===== src/rtl/div_unit_pkg.sv =====
// Shared definitions for the multicycle divider and the divide-related states of the control unit.
package div_unit_pkg;

   localparam int unsigned DIV_WIDTH = 32;

   typedef enum logic [1:0] {
      DIV_IDLE = 2'd0,
      DIV_CALC = 2'd1,
      DIV_FIX  = 2'd2
   } div_state_e;

endpackage


===== src/rtl/div_unit.sv =====
// Multicycle signed restoring divider: LO = quotient (toward zero), HI = remainder (dividend's sign).
// Responds to a DIV_control start with a one-cycle divStop, flagging divide-by-zero via divZero.
module div_unit
   import div_unit_pkg::*;
#(
   parameter int unsigned WIDTH = DIV_WIDTH,
   parameter int unsigned CNT_W = 6
) (
   input  logic             clk,
   input  logic             reset,
   input  logic             DIV_control,
   input  logic [WIDTH-1:0] A,
   input  logic [WIDTH-1:0] B,
   output logic [WIDTH-1:0] HI,
   output logic [WIDTH-1:0] LO,
   output logic             divStop,
   output logic             divZero,
   output logic             busy
);

   function automatic logic [WIDTH-1:0] neg_if(input logic [WIDTH-1:0] x, input logic en);
      return en ? (~x + WIDTH'(1)) : x;
   endfunction

   div_state_e       state_q, state_d;
   logic [WIDTH:0]   rem_q, rem_d;
   logic [WIDTH-1:0] quo_q, quo_d;
   logic [WIDTH-1:0] dvsr_q, dvsr_d;
   logic [CNT_W-1:0] cnt_q, cnt_d;
   logic             sign_a_q, sign_a_d;
   logic             sign_q_q, sign_q_d;
   logic [WIDTH-1:0] hi_q, hi_d;
   logic [WIDTH-1:0] lo_q, lo_d;
   logic             stop_q, stop_d;
   logic             zero_q, zero_d;
   logic             busy_q, busy_d;

   // One extra guard bit so the trial-subtract sign is exact for every shifted remainder.
   logic [WIDTH+1:0] shift_w;
   logic [WIDTH+1:0] diff_w;

   always_comb begin
      state_d  = state_q;
      rem_d    = rem_q;
      quo_d    = quo_q;
      dvsr_d   = dvsr_q;
      cnt_d    = cnt_q;
      sign_a_d = sign_a_q;
      sign_q_d = sign_q_q;
      hi_d     = hi_q;
      lo_d     = lo_q;
      stop_d   = 1'b0;
      zero_d   = 1'b0;
      busy_d   = busy_q;
      shift_w  = {rem_q, quo_q[WIDTH-1]};
      diff_w   = shift_w - {2'b00, dvsr_q};

      case (state_q)
         DIV_IDLE: begin
            if (DIV_control) begin
               if (B == '0) begin
                  stop_d = 1'b1;
                  zero_d = 1'b1;
               end else begin
                  quo_d    = neg_if(A, A[WIDTH-1]);
                  dvsr_d   = neg_if(B, B[WIDTH-1]);
                  sign_a_d = A[WIDTH-1];
                  sign_q_d = A[WIDTH-1] ^ B[WIDTH-1];
                  rem_d    = '0;
                  cnt_d    = '0;
                  busy_d   = 1'b1;
                  state_d  = DIV_CALC;
               end
            end
         end
         DIV_CALC: begin
            if (!diff_w[WIDTH+1]) begin
               rem_d = diff_w[WIDTH:0];
               quo_d = {quo_q[WIDTH-2:0], 1'b1};
            end else begin
               rem_d = shift_w[WIDTH:0];
               quo_d = {quo_q[WIDTH-2:0], 1'b0};
            end
            cnt_d = cnt_q + CNT_W'(1);
            if (cnt_q == CNT_W'(WIDTH - 1)) begin
               state_d = DIV_FIX;
            end
         end
         DIV_FIX: begin
            lo_d    = neg_if(quo_q, sign_q_q);
            hi_d    = neg_if(rem_q[WIDTH-1:0], sign_a_q);
            stop_d  = 1'b1;
            busy_d  = 1'b0;
            state_d = DIV_IDLE;
         end
         default: begin
            state_d = DIV_IDLE;
         end
      endcase
   end

   always_ff @(posedge clk or negedge reset) begin
      if (!reset) begin
         state_q  <= DIV_IDLE;
         rem_q    <= '0;
         quo_q    <= '0;
         dvsr_q   <= '0;
         cnt_q    <= '0;
         sign_a_q <= 1'b0;
         sign_q_q <= 1'b0;
         hi_q     <= '0;
         lo_q     <= '0;
         stop_q   <= 1'b0;
         zero_q   <= 1'b0;
         busy_q   <= 1'b0;
      end else begin
         state_q  <= state_d;
         rem_q    <= rem_d;
         quo_q    <= quo_d;
         dvsr_q   <= dvsr_d;
         cnt_q    <= cnt_d;
         sign_a_q <= sign_a_d;
         sign_q_q <= sign_q_d;
         hi_q     <= hi_d;
         lo_q     <= lo_d;
         stop_q   <= stop_d;
         zero_q   <= zero_d;
         busy_q   <= busy_d;
      end
   end

   assign HI      = hi_q;
   assign LO      = lo_q;
   assign divStop = stop_q;
   assign divZero = zero_q;
   assign busy    = busy_q;

endmodule


===== config.mk =====
export PLATFORM = sky130hd
export DESIGN_NAME = div_unit
export DESIGN_NICKNAME = d
export VERILOG_FILES = /design/src/rtl/div_unit_pkg.sv /design/src/rtl/div_unit.sv
export SDC_FILE = /design/constraint.sdc
export NUM_CORES = 1
export LEC_CHECK = 0
export ABC_AREA = 1
export ABC_CLOCK_PERIOD_IN_PS = 2100
export BUFFER_PORTS_ARGS = -buffer_cell sky130_fd_sc_hd__buf_2
export CELL_PAD_IN_SITES_DETAIL_PLACEMENT = 0
export CELL_PAD_IN_SITES_GLOBAL_PLACEMENT = 1
export CORE_MARGIN = 3
export CORE_UTILIZATION = 39
export CTS_CLUSTER_SIZE = 14
export DETAILED_ROUTE_END_ITERATION = 6
export PLACE_DENSITY_LB_ADDON = 0.1
export SLEW_MARGIN = 25
export SYNTH_ARGS = -nofsm -noshare
export SYNTH_HDL_FRONTEND = slang
export SYNTH_SLANG_ARGS = --single-unit
export TNS_END_PERCENT = 50

===== constraint.sdc =====
create_clock -name clk -period 2.1 [get_ports clk]
set_input_delay 0.21 -clock clk [delete_from_list [all_inputs] [get_ports clk]]
set_output_delay 0.21 -clock clk [all_outputs]
set_load 0.02 [all_outputs]

### Yosys cells after proc, flatten, opt, wreduce, memory -nomap -nowiden

Cells that the tools add are included.
Widths: inputs -> output; s select.

| word-level totals | value |
|---|---|
| word-level logic and storage cells | 64 |
| flip-flop bits (word level) | 174 |

| cells by class | value |
|---|---|
| equal/unequal tests | 6 |
| reduce and logical (&&, ||, !) cells | 8 |
| mux-type cells | 26 |
| $add $sub $neg | 6 |
| bitwise operators | 6 |

Operators with widths:

| operator | count |
|---|---|
| $mux 32 | 6 |
| $add 32x1->32 const B | 4 |
| $not 32->32 | 4 |
| $mux 33 | 3 |
| $pmux 33 s2 | 1 |
| $pmux 32 s2 | 1 |
| $sub 34x32->34 | 1 |
| $logic_not 32->1 | 1 |
| $mux 6 | 2 |
| $pmux 6 s2 | 1 |
| $reduce_and 3->1 | 4 |
| $add 6x1->6 const B | 1 |
| $eq 6x5->1 const B | 1 |
| $mux 1 | 6 |
| $mux 2 | 3 |
| $ne 2x2->1 const B | 3 |
| $pmux 1 s2 | 2 |
| $pmux 2 s2 | 1 |
| $reduce_bool 2->1 | 2 |
| $eq 2x1->1 const B | 1 |
| $eq 2x2->1 const B | 1 |
| $logic_not 2->1 | 1 |
| $not 1->1 | 1 |
| $xor 1x1->1 | 1 |

### Longest topological paths before layout

| depth | value |
|---|---|
| word-level depth | 6 |
| gate-level depth with buffers | 17 |
| mapped depth without buffers | 17 |

### Worst setup path after synthesis

Ideal clock, no wire load.

| path | value |
|---|---|
| path type | register to register |
| start point | register rem_q[2] |
| end point | register rem_q[19] |
| required time | 1.983 ns |
| period minus slack after synthesis | 2.020 ns |
| setup slack | 0.080 ns |
| buffers on the path | 1 |
| data arrival time | 1.902 ns |
| stages on the path, launching flop included | 17 |
| setup time | 0.117 ns |
| cells stage by stage | dfrtp_1 > ha_1 > nand2_2 > inv_1 > nand2_2 > nand2_1 > nand2_1 > nand3_2 > nand2_2 > nand2_2 > nand2_4 > nand2_4 > nand2_4 > buf_6 > nand3_2 > nand3_1 > nand2_1 |

| between the ends | value |
|---|---|
| longest elaborated chain between the ends | 3 |

Ends and longest elaborated chain:

| element | line | RTL |
|---|---|---|
| from (decl) | div_unit.sv:26 | `logic [WIDTH:0] rem_q, rem_d;` |
| from (signal assigned) | div_unit.sv:118 | `rem_q <= rem_d;` |
| $sub 34x32->34 | div_unit.sv:56 | `diff_w = shift_w - {2'b00, dvsr_q};` |
| $mux 33 | div_unit.sv:77 | `if (!diff_w[WIDTH+1]) begin` |
| $pmux 33 s2 | div_unit.sv:58 | `case (state_q)` |

No other way between the ends.
A chain may end at the register's enable or synchronous reset.

### Final worst setup path

| path | value |
|---|---|
| start point | register rem_q[18] |
| end point | register rem_q[13] |

The elaborated chain is that of the path after synthesis.

==> out/metrics.yaml <==
path_clk_slew_ns: 0.08
utilization_pct: 54.1
maxCapViolations: 0
postSynthCellCount: 2054
slew_violations: 0
path_class: "reg2reg"
intPower_w: 0.0148
met1_length_microns: 22100
grt_pass1_vias: 14135
power_frac_seq_pct: 18.6
syn2layout_area_growth_pct: 35.5
viasPerCell: 4.97
status: "complete, but fails checks"
cp_slowest_cell: "dfrtp_2"
route.vias.total: 14157
p_sw_share_pct: 47.9
startpoint_type: "register"
powerDensity_nw_per_um2: 1540
async_flop_share_pct: 100
critPathBufInv: 3
p_leak_nw: 9.37
met2_length_microns: 22300
cp-end-kind: "register"
synthDistinctLibCells: 50
grt_max_degree: 101
p_total_w: 0.0283
ys_ff_latch: 174
synth_ff_type: "dfrtp_1"
hp-class: "in2reg"
crit_path_max_incr_delay_ns: 0.46
netlist_top_cells_count: "nand2_1, inv_1, nand3_1"
setup_viol: 35
hold_viol_final: 0
drt-pass1-iter-count: 6
design_area_sq_um: 18300
required_ns: 2.50
yosysWarnings: 0
final.fill_count: 3455
io_buffers: 133
yosysMostFrequentCell: "nand2_1"
synth.net_count: 2159
first_iter_violations: 832
num_rows: 67
synth_area_leader_cell: "dfrtp_1"
place_area_sq_um: 16200
layout_setup_ws_ns: -0.201
synth.top_cells.by_area: "dfrtp_1, nand2_1, inv_1"
ioPinCount: 134
clock_power_share_pct: 11.5
layout-drive-gt1-share_pct: 29.5
synth.cell_area_sq_um: 13500
ir_worst_vdd_mv: 0.994
final.period_utilization_pct: 110
cts-root-buf: "clkbuf_16"
yosysTopAreaCellShare_pct: 32.2
cts_tree: "done"
cts_made_buffers: 17
antennaDiodeCount: 0
grt_pass1_wl_microns: 75300
die_area_sq_um: 37000
core_sq_um: 33900
clock.fmax_ghz: 0.435
drc: 0
crit_chain: "ha_4 -> nand2_4 -> inv_2 -> nand2_1 -> nand2_2 -> a21oi_4 -> nor2_4 -> nor2_8 -> nand3_4 -> buf_12 -> buf_16 -> nand3_4 -> nand3_2 -> nand2_1"
combPwrFrac_pct: 69.9
finClkSkew_ns: 0.0241
rsz0062_at_grt: "true"
path_delay_family: "simple AND/OR/NAND/NOR gates"
wirelength_microns: 47800
timing.slew.headroom_pct: 57.5
hpwl_microns: 37400
h-tree-depth: 4
gp_congestion: 0.942
die_w_microns: 192
cts.sinks: 174
clock_latency_ns: 0.46
overflow: 0
crit_arrival_ns: 2.70
top_layer_used: "met4"
cts_max_path_buffers: 2
tightest_slew_ns: 0.638
critPathMaxFanout: 7
routed-wl-met3_microns: 1600
ys_seq_area_share_pct: 32.2
min_period_ns: 2.30
fp.dieH_microns: 192
ant_nets: 0
wire_per_inst_microns: 16.8
start_util_pct: 40.0
grt_usage_pct: 26.3
power_switching_w: 0.0136
nets: 2494
antenna_found_initial: 0
violations: "negative setup slack"
avgSynthCellArea_sq_um: 6.59
synth_edf_count: 0
stage by stage:
| stage | TNS (ns) | worst slack [ns] | hold slack (ns) | std cells |
|---|---|---|---|---|
| floorplan | 0 | 0.0805 | -0.0856 | 2054 |
| CTS | -2.59 | -0.112 | 0.00922 | 2844 |
| finish | -4.60 | -0.201 | 0.0237 | 2850 |
| global route | -7.75 | -0.264 | 0.0264 | 2850 |
| global placement | -6.02 | -0.259 | 0.247 | 2777 |
| detailed placement | -6.44 | -0.299 | 0.261 | 2777 |
flip-flops by register name (all words and copies together), names as in the netlist:
signal    cells
divZero       1
dvsr_q       32
state_q       2
LO           32
rem_q        33
cnt_q         6
busy          1
sign_a_q      1
HI           32
sign_q_q      1
divStop       1
quo_q        32
cell usage in the layout, fill, tap and decap left out, types with 17 or more instances in the layout:
cell type and count:
nand3_2 69, nor2_1 152, nor3_1 26, nand3_1 147
dfrtp_1 155, o21ai_1 42, buf_2 132, xor2_1 63
nand2_1 564, xnor2_1 21, clkbuf_16 17, inv_2 36
buf_12 18, buf_4 213, a21oi_1 45, nand4_1 35
nand2_2 60, dfrtp_2 19, o21ai_0 114, inv_1 257
ha_4 28
timing repair:
item / in CTS / in global routing
buffers inserted: 28 / 10
pin swaps: 32 / 68
endpoints found under the setup margin: 39 / 50
gates resized for setup: 139 / 121
cloned: 6 / 0
hold endpoints to repair: 58 / 0
hold buffers: 1 / 0
worst reg2reg max path, cell delays in order (launching register included):
cell	delay [ns]
dfrtp_2	0.46
ha_4	0.27
nand2_4	0.08
inv_2	0.03
nand2_1	0.06
nand2_2	0.09
a21oi_4	0.21
nor2_4	0.07
nor2_8	0.19
nand3_4	0.20
buf_12	0.21
buf_16	0.13
nand3_4	0.08
nand3_2	0.08
nand2_1	0.07
per-layer routing:
layer,vias up,global-route usage (%)
li1,7234,-
met4,0,9.92
met5,-,0
met2,281,43.4
met1,6562,35.2
met3,80,3.23
layout make-up:
class                      count  area (sq um)  share of cell area, %
inverter                     297          1120                   6.13
tap                          448           561                   3.06
clock inverter                15           171                  0.935
multi-input combinational   1517          8760                   47.8
sequential                   174          4380                   23.9
timing repair buffer         382          2920                   15.9
clock buffer                  17           425                   2.32
worst paths after layout:
kind / cells past startpoint / slack, ns / endpoint / from
worst max-delay path: 14 / -0.20 / rem_q[13]$_DFFE_PN0P_ / rem_q[18]$_DFFE_PN0P_
worst min-delay path: 3 / 0.02 / divZero$_DFF_PN0_ / DIV_control
worst max register to register: 14 / -0.20 / rem_q[13]$_DFFE_PN0P_ / rem_q[18]$_DFFE_PN0P_
worst min register to register: 2 / 0.48 / HI[31]$_DFFE_PN0P_ / HI[31]$_DFFE_PN0P_
max in group asynchronous: 3 / 0.98 / quo_q[3]$_DFFE_PN0P_ / reset
min in group asynchronous: 2 / 0.33 / rem_q[17]$_DFFE_PN0P_ / reset
power by group through the flow:
stage | clock network [W] | registers, W | logic, W
3_3_place_gp | 0 | 0.00508 | 0.0162
2_1_floorplan | 0 | 0.00491 | 0.00965
6_report | 0.00327 | 0.00525 | 0.0198
4_1_cts | 0.00332 | 0.00523 | 0.0186
5_1_grt | 0.00347 | 0.00531 | 0.0217
3_5_place_dp | 0 | 0.00510 | 0.0163
cell families after synthesis:
logic type	count (synthesis)	share of synthesized area, %
simple gates	1138	37.6
buf+inv	364	10.9
compound gates	251	9.99
flops	174	32.2
xor+xnor	89	5.76
fa+ha+maj	38	3.57
(Power assumes the default switching activity.)
